$ cat config.mk
export PLATFORM = sky130hd
export DESIGN_NAME = cpu_run_ctrl
export DESIGN_NICKNAME = d
export VERILOG_FILES = /design/src/rtl/cpu_run_ctrl.sv
export SDC_FILE = /design/constraint.sdc
export NUM_CORES = 1
export LEC_CHECK = 0
export ABC_AREA = 1
export CAP_MARGIN = 25
export CORE_AREA = 2 2 100 102
export DETAILED_ROUTE_END_ITERATION = 8
export DIE_AREA = 0 0 102 104
export PLACE_DENSITY_LB_ADDON = 0.25
export SYNTH_ARGS = -nofsm -noshare
export SYNTH_HDL_FRONTEND = slang
export SYNTH_SLANG_ARGS = --single-unit
$ cat constraint.sdc
create_clock -name i_clk -period 2.3 [get_ports i_clk]
set_input_delay 0.69 -clock i_clk [delete_from_list [all_inputs] [get_ports i_clk]]
set_output_delay 0.69 -clock i_clk [all_outputs]
set_load 0.05 [all_outputs]
$ cat src/rtl/cpu_run_ctrl.sv
// Run controller for the single-cycle CPU: resets the core, runs it until halt or cycle budget, signs rf data.
// Optional: define CPU_HALT_ADDR_EN to also halt when i_pc equals HALT_ADDR.
module cpu_run_ctrl #(
    parameter int              DATA_W      = 32,
    parameter int              PC_W        = 32,
    parameter int              SIG_W       = 32,
    parameter int              CNT_W       = 16,
    parameter int              RST_CYCLES  = 2,
    parameter int              MAX_CYCLES  = 24,
    parameter int              HALT_REPEAT = 3,
    parameter logic [PC_W-1:0] HALT_ADDR   = '0
) (
    input  logic              i_clk,
    input  logic              i_rst_n,
    input  logic              i_start,
    input  logic [PC_W-1:0]   i_pc,
    input  logic [DATA_W-1:0] i_rf_data,
    output logic              o_cpu_rst_n,
    output logic              o_running,
    output logic              o_done,
    output logic              o_halted,
    output logic              o_timeout,
    output logic [CNT_W-1:0]  o_cycle_cnt,
    output logic [SIG_W-1:0]  o_signature
);

    localparam int RST_CNT_W = $clog2(RST_CYCLES) + 1;
    localparam int STALL_W   = $clog2(HALT_REPEAT + 1);

    typedef enum logic [1:0] {
        S_IDLE,
        S_RESET,
        S_RUN,
        S_DONE
    } state_e;

    state_e               state_q;
    logic [RST_CNT_W-1:0] rst_cnt_q;
    logic [CNT_W-1:0]     cnt_q, cnt_d;
    logic [SIG_W-1:0]     sig_q, sig_d;
    logic [PC_W-1:0]      prev_pc_q;
    logic [STALL_W-1:0]   stall_q, stall_d;
    logic                 cpu_rst_n_q, running_q, done_q, halted_q, timeout_q;
    logic                 addr_hit, halt_hit, tmo_hit;

    // The first RUN cycle is recognised by the freshly cleared counter; it has no previous PC to compare.
    always_comb begin
        cnt_d = cnt_q + CNT_W'(1);
        sig_d = {sig_q[SIG_W-2:0], sig_q[SIG_W-1]} ^ SIG_W'(i_rf_data);
        stall_d = '0;
        if (cnt_q != '0 && i_pc == prev_pc_q) begin
            stall_d = stall_q + STALL_W'(1);
        end
`ifdef CPU_HALT_ADDR_EN
        addr_hit = (i_pc == HALT_ADDR);
`else
        addr_hit = (i_pc == HALT_ADDR) & 1'b0;
`endif
        halt_hit = (stall_d == STALL_W'(HALT_REPEAT)) || addr_hit;
        tmo_hit  = (cnt_d == CNT_W'(MAX_CYCLES));
    end

    always_ff @(posedge i_clk or negedge i_rst_n) begin
        if (!i_rst_n) begin
            state_q     <= S_IDLE;
            rst_cnt_q   <= '0;
            cnt_q       <= '0;
            sig_q       <= '0;
            prev_pc_q   <= '0;
            stall_q     <= '0;
            cpu_rst_n_q <= 1'b0;
            running_q   <= 1'b0;
            done_q      <= 1'b0;
            halted_q    <= 1'b0;
            timeout_q   <= 1'b0;
        end else begin
            case (state_q)
                S_IDLE, S_DONE: begin
                    if (i_start) begin
                        state_q   <= S_RESET;
                        rst_cnt_q <= '0;
                        cnt_q     <= '0;
                        sig_q     <= '0;
                        prev_pc_q <= '0;
                        stall_q   <= '0;
                        done_q    <= 1'b0;
                        halted_q  <= 1'b0;
                        timeout_q <= 1'b0;
                    end
                end
                S_RESET: begin
                    if (rst_cnt_q == RST_CNT_W'(RST_CYCLES - 1)) begin
                        state_q     <= S_RUN;
                        cpu_rst_n_q <= 1'b1;
                        running_q   <= 1'b1;
                    end else begin
                        rst_cnt_q <= rst_cnt_q + RST_CNT_W'(1);
                    end
                end
                S_RUN: begin
                    cnt_q     <= cnt_d;
                    sig_q     <= sig_d;
                    prev_pc_q <= i_pc;
                    stall_q   <= stall_d;
                    // Halt takes priority when it coincides with the budget running out.
                    if (halt_hit || tmo_hit) begin
                        state_q     <= S_DONE;
                        cpu_rst_n_q <= 1'b0;
                        running_q   <= 1'b0;
                        done_q      <= 1'b1;
                        halted_q    <= halt_hit;
                        timeout_q   <= !halt_hit;
                    end
                end
                default: state_q <= S_IDLE;
            endcase
        end
    end

    assign o_cpu_rst_n = cpu_rst_n_q;
    assign o_running   = running_q;
    assign o_done      = done_q;
    assign o_halted    = halted_q;
    assign o_timeout   = timeout_q;
    assign o_cycle_cnt = cnt_q;
    assign o_signature = sig_q;

endmodule
==> impl_metrics.tcl, run 1 <==
set metrics [dict create \
    outcome "complete, no violations" \
    htreeDepth 3 \
    wl_um 11240 \
    r2r_cells 12 \
    async_flop_share 1.000 \
    finalClockSkew_ns 0.006883 \
    start_util 0.4813 \
    nets 710 \
    cts_setup_buffers 0 \
    rrSetupSlack_ns 0.26 \
    placed_cell_area_mm2 0.005988 \
    ys_seq_area_frac 0.4901 \
    yosysTopAreaCell "dfrtp_1" \
    avgSynthCellArea_um2 9.047 \
    reg2reg_to "state_q[0]" \
    reg2reg_from "o_cycle_cnt[1]" \
    port-buffer-count 119 \
    cap_violations 0 \
    p_clk_frac 0.170 \
    comb_power_share 0.501 \
    antenna_cells 0 \
    grt_pass1_wl_um 18620 \
    cp-end-kind "primary output" \
    path_max_fanout 3 \
    yosysWarnings 0 \
    synthesis.area_mm2 0.004596 \
    post-synth-top-count-cell "nand2_1" \
    place_congestion 0.8398 \
    die_area_mm2 0.01061 \
    critPathBufInv 1 \
    synth_cells 508 \
    antenna_found_initial 0 \
    critical_path.top_delay_family "buffers and inverters" \
    yosys_most_used_dff "dfrtp_1" \
    chipHeight_um 104 \
    crit_cells 1 \
    synth_seq_cells 90 \
    synthDominantCellAreaShare 0.4901 \
    rows 36 \
    grt_max_degree 43 \
    first_iter_violations 139 \
    peakVddDrop_uv 620.9 \
    grt.overflow.total 0 \
    slowest_delay_ns 0.81 \
    layout_min_cycle_time_ns 2.258 \
    synth_cell_type_count 29 \
    power-per-cell-area_mw_per_mm2 1192 \
    postRouteAntennaNets 0 \
    grt_usage 0.2211 \
    crit_path_start_kind "flip-flop" \
    tightest_slew_ns 0.5268 \
    clkTransAtPathRegs_ns 0.09 \
    synth_edf_count 0 \
    synthTopCellsByCount "nand2_1 (123), dfrtp_1 (90), xnor2_1 (59), o21ai_0 (46), inv_1 (39)" \
    die_width_um 102 \
    core_area_mm2 0.009549 \
    dp_cells 758 \
    design_area_mm2 0.006264 \
    io_pins 120 \
    slowest_stage "clkdlybuf4s50_1" \
    drive_above_1_share 0.09984 \
    p_seq_frac 0.329 \
    cts_root_buffer "clkbuf_8" \
    cts_tree "built" \
    leakage_nw 3.096 \
    max_freq_mhz 443.0 \
    layoutNonFillerInstCount 774 \
    rsz0062_at_grt "no" \
    fin_util 0.6559 \
    route.detailed.drc 0 \
    vias 3943 \
    crit_type "flip-flop to primary output" \
    cts_made_buffers 9 \
    hp-class "input port to async pin" \
    worstSkewPairLatency_ns 0.37 \
    area_delta_synth_final_pct 36.29 \
    cp_cell_sequence "clkdlybuf4s50_1" \
    synth.area.top_cells "dfrtp_1 (49%), xnor2_1 (11%), nand2_1 (10%), a22o_1 (5.1%), o21ai_0 (5.0%)" \
    timing.final.max_slew_violations 0 \
    cp.arrival_ns 1.57 \
    dp_hpwl_um 8239 \
    required_ns 1.61 \
    power.switching_mw 3.292 \
    p_int_mw 4.177 \
    hold_viol_final 0 \
    wire_per_inst_um 14.52 \
    clkSinkCount 90 \
    slew_headroom 0.6482 \
    clk_path_buf_depth 2 \
    first_global_vias 3980 \
    syn_nets 582 \
    setup_viol 0 \
    first_pass_iters 4 \
    period_share 0.9815 \
    power_switching_share 0.4407 \
    avgViaCountPerCell 5.094 \
]
==> power by group through the flow <==
stage	Clock (mW)	Sequential, mW	Combinational (mW)
finish	1.27	2.45	3.74
global placement	0	2.47	3.73
CTS	1.29	2.46	3.81
detailed placement	0	2.48	3.84
global route	1.35	2.52	4.08
floorplan	0	3.21	1.82
==> logic make-up (layout without fill, tap and decap cells) <==
| logic type | Yosys count | count (layout) | share of synthesized area |
|---|---|---|---|
| adders and majority gates | 7 | 7 | 0.01906 |
| AOI/OAI and AO/OA | 92 | 92 | 0.1285 |
| and+or+nand+nor | 199 | 199 | 0.1938 |
| muxes | 1 | 1 | 0.002178 |
| buffers and inverters | 58 | 191 | 0.05010 |
| xor gates and xnor gates | 61 | 61 | 0.1163 |
| DFF | 90 | 90 | 0.4901 |
==> state kept, by name, indices dropped and copies added (netlist names) <==
name,flops
prev_pc_q,32
o_signature,32
state_q,2
o_timeout,1
o_running,1
o_halted,1
o_done,1
o_cycle_cnt,16
stall_q,2
rst_cnt_q,2
==> layout make-up <==
cell class / instances / area, um^2
clock buffer: 12 / 165.2
tap: 133 / 166.4
clock inverter: 4 / 72.57
fill: 837 / 3286
inverter: 42 / 157.7
timing repair buffer: 133 / 1336
sequential: 90 / 2252
multi-input combinational: 360 / 2113
==> per-stage QoR <==
stage	TNS (ns)	total power [mW]	hold WS, ns	setup WS, ns
6_report	0	7.469	0.2609	0.04247
5_1_grt	0	7.957	0.2920	0.004915
4_1_cts	0	7.557	0.2784	0.0007004
3_5_place_dp	-1.038	6.316	0.4937	-0.1733
3_3_place_gp	-0.4676	6.192	0.4670	-0.09287
2_1_floorplan	0	5.033	0.3944	0.1164
==> metal layers <==
metal / routed length (um) / GRT usage / vias up / part of all wire
met2: 5503 / 0.3496 / 116 / 0.49
met3: 760 / 0.05981 / 12 / 0.068
met4: 149 / 0.06952 / 0 / 0.013
met5: 0 / 0 / - / 0
met1: 4825 / 0.2951 / 1899 / 0.43
li1: - / - / 1916 / -
==> cells in the final DEF (no fill, tap or decap), types with 3 or more instances in the layout <==
master / n
nor2_2: 4
clkdlybuf4s50_1: 71
dlygate4sd2_1: 16
o22ai_1: 12
o21ai_0: 46
dlymetal6s2s_1: 23
buf_4: 21
inv_1: 39
a22o_1: 27
o21ai_2: 3
nand2_2: 6
nand3_2: 4
xnor2_1: 59
nor2_1: 31
nor2_4: 4
dfrtp_1: 90
nand3_1: 14
ha_1: 7
nand2_1: 123
nand4_1: 9
clkbuf_8: 12
==> worst max path at each step <==
| stage | startpoint | endpoint | slack (ns) |
|---|---|---|---|
| 6_report | o_cycle_cnt[4] | o_cycle_cnt[4] | 0.04 |
| 3_3_place_gp | i_pc[4] | o_timeout | -0.09 |
| 3_5_place_dp | i_pc[14] | state_q[0] | -0.17 |
| 2_1_floorplan | o_cycle_cnt[1] | o_timeout | 0.12 |
| 5_1_grt | o_signature[22] | o_signature[22] | 0.005 |
| 4_1_cts | o_signature[15] | o_signature[15] | 0.0007 |
==> timing repair <==
action,CTS,global route
resized for setup,16,23
hold buffers,0,0
endpoints found under the setup margin,16,23
endpoints found under the hold margin,0,0
Note: power is estimated with default switching activity, not from simulation.
==> run 2, diff against run 1 <==
- CORE_AREA: 2 2 100 102 -> 8 8 106 108
- DIE_AREA: 0 0 102 104 -> 0 0 114 116
==> run 2 against run 1 <==
Via count down 1.3%. Design area down 0.36%. Flip-flop and latch count did not move. Critical endpoint is now o_signature[17]. Largest power group unchanged. Highest routed layer unchanged.
==> impl_metrics.tcl, run 2 (same netlist as run 1, synthesis figures left out) <==
set metrics [dict create \
    r2r_cells 12 \
    worstSkewPairLatency_ns 0.34 \
    clk_path_buf_depth 2 \
    place_congestion 0.8194 \
    grt.overflow.total 0 \
    first_iter_violations 212 \
    setup_tns_ns 0 \
    layout_min_cycle_time_ns 2.243 \
    dp_hpwl_um 8862 \
    place_ws_ns -0.1581 \
    grt_usage 0.1795 \
    avgViaCountPerCell 5.049 \
    cts_resized 4 \
    power-per-cell-area_mw_per_mm2 1188 \
    slowest_delay_ns 0.82 \
    chipHeight_um 116 \
    vias 3893 \
    critPathBufInv 1 \
    cp-end-kind "primary output" \
    wire_per_inst_um 14.96 \
    outcome "complete, no violations" \
    cts_hold_buf 0 \
    leakage_nw 3.114 \
    final_cell_mix "nand2_1 (123), dfrtp_1 (90), clkdlybuf4s50_1 (75)" \
    grt_use_met2 0.2934 \
    setup_viol 0 \
    crit_start "o_signature[17]" \
    required_ns 1.61 \
    first_global_vias 4032 \
    io_pins 120 \
    htreeDepth 3 \
    met3_usage 0.06253 \
    timing.critical_path.to "o_signature[17]" \
    hp-class "input port to async pin" \
    clkSinkCount 90 \
    wl_um 11540 \
    nFillCells 801 \
    antenna_cells 0 \
    finalClockSkew_ns 0.01665 \
    grt_max_degree 57 \
    cp.arrival_ns 1.55 \
    antenna_found_initial 0 \
    cp_cell_sequence "clkdlybuf4s50_1" \
    fin_util 0.6536 \
    die_area_mm2 0.01322 \
    die_width_um 114 \
    crit_path_start_kind "flip-flop" \
    reg2reg_to "o_timeout" \
    placed_cell_area_mm2 0.005968 \
    port-buffer-count 119 \
    hold_viol_final 0 \
    design_area_mm2 0.006241 \
    period_share 0.9752 \
    busiest_layer "met2" \
    tightest_slew_ns 0.5428 \
    multi_input_area_mm2 0.002113 \
    postRouteAntennaNets 0 \
    slowest_stage "clkdlybuf4s50_1" \
    route.detailed.drc 0 \
    grt_pass1_wl_um 19130 \
    peakVddDrop_uv 819.2 \
    regArea_mm2 0.002252 \
    cap_violations 0 \
    cts_tree "built" \
    nets 707 \
    finalPower_mw 7.412 \
    clkTransAtPathRegs_ns 0.09 \
    crit_type "flip-flop to primary output" \
    rrSetupSlack_ns 0.30 \
    core_area_mm2 0.009549 \
    area_delta_synth_final_pct 35.80 \
    cts_made_buffers 9 \
    cts_root_buffer "clkbuf_8" \
    rsz0062_at_grt "no" \
    cts_setup_buffers 0 \
    max_freq_mhz 445.9 \
    slew_headroom 0.6375 \
    drive_above_1_share 0.09875 \
    rows 36 \
    crit_cells 1 \
    grt_util_met1 0.2176 \
    final_common_cell "nand2_1" \
    first_pass_iters 5 \
    timing.final.max_slew_violations 0 \
    fin_ws_ns 0.05714 \
    critical_path.top_delay_family "buffers and inverters" \
    path_max_fanout 3 \
    start_util 0.4813 \
    reg2reg_from "o_cycle_cnt[1]" \
]
-- run 2: cell count changes in the layout (fill, tap and decap cells not counted), sizes merged --
cell,delta
dlygate4sd2,-12
clkdlybuf4s50,+4
dlymetal6s2s,+4
clkinv,+2
buf,+1
clkbuf,-1
clkinvlp,-1
-- run 2: area by class of cell --
cell class	count	area share
clock inverters	5	0.01263
multi-input cells	360	0.3386
clock buffers	11	0.02105
inverters	42	0.02526
repair buffers	130	0.2149
well taps	133	0.02666
flip-flops and latches	90	0.3609
-- run 2: worst min path at each step --
| stage | startpoint | endpoint | slack (ns) |
|---|---|---|---|
| floorplan | i_rst_n | o_cycle_cnt[0] | 0.39 |
| global route | i_rst_n | o_signature[27] | 0.30 |
| CTS | i_rst_n | o_signature[27] | 0.29 |
| detailed placement | rst_cnt_q[0] | rst_cnt_q[0] | 0.49 |
| global placement | rst_cnt_q[0] | rst_cnt_q[0] | 0.47 |
| finish | i_rst_n | o_signature[27] | 0.29 |
-- run 2: worst reg2reg max path, stage by stage, from the launching register on --
cell     delay (ns)
dfrtp_1        0.44
ha_1           0.23
nand2_2        0.09
nor2_4         0.21
nand3_1        0.14
o21ai_1        0.14
nand2_1        0.09
nor2_1         0.13
nand3_2        0.11
nand3_4        0.11
nand2_4        0.08
nand2_1        0.08
o21ai_2        0.05
-- run 2: stage by stage --
step | std cells | hold WS (ns)
after floorplan | 508 | 0.3944
after global placement | 755 | 0.4678
after detailed placement | 755 | 0.4873
after CTS | 771 | 0.2947
after global routing | 771 | 0.3043
final | 771 | 0.2883
-- run 2: per-layer routing --
layer | up-vias | routed length [um]
li1 | 1906 | -
met1 | 1847 | 4943
met2 | 124 | 5473
met3 | 16 | 943
met4 | 0 | 177
met5 | - | 0
-- run 2: power breakdown --
part           internal (mW)  switching, mW  total (mW)
clock network          0.612          0.534        1.15
logic                   1.47           2.34        3.82
registers               2.06          0.385        2.45
total                   4.15           3.26        7.41
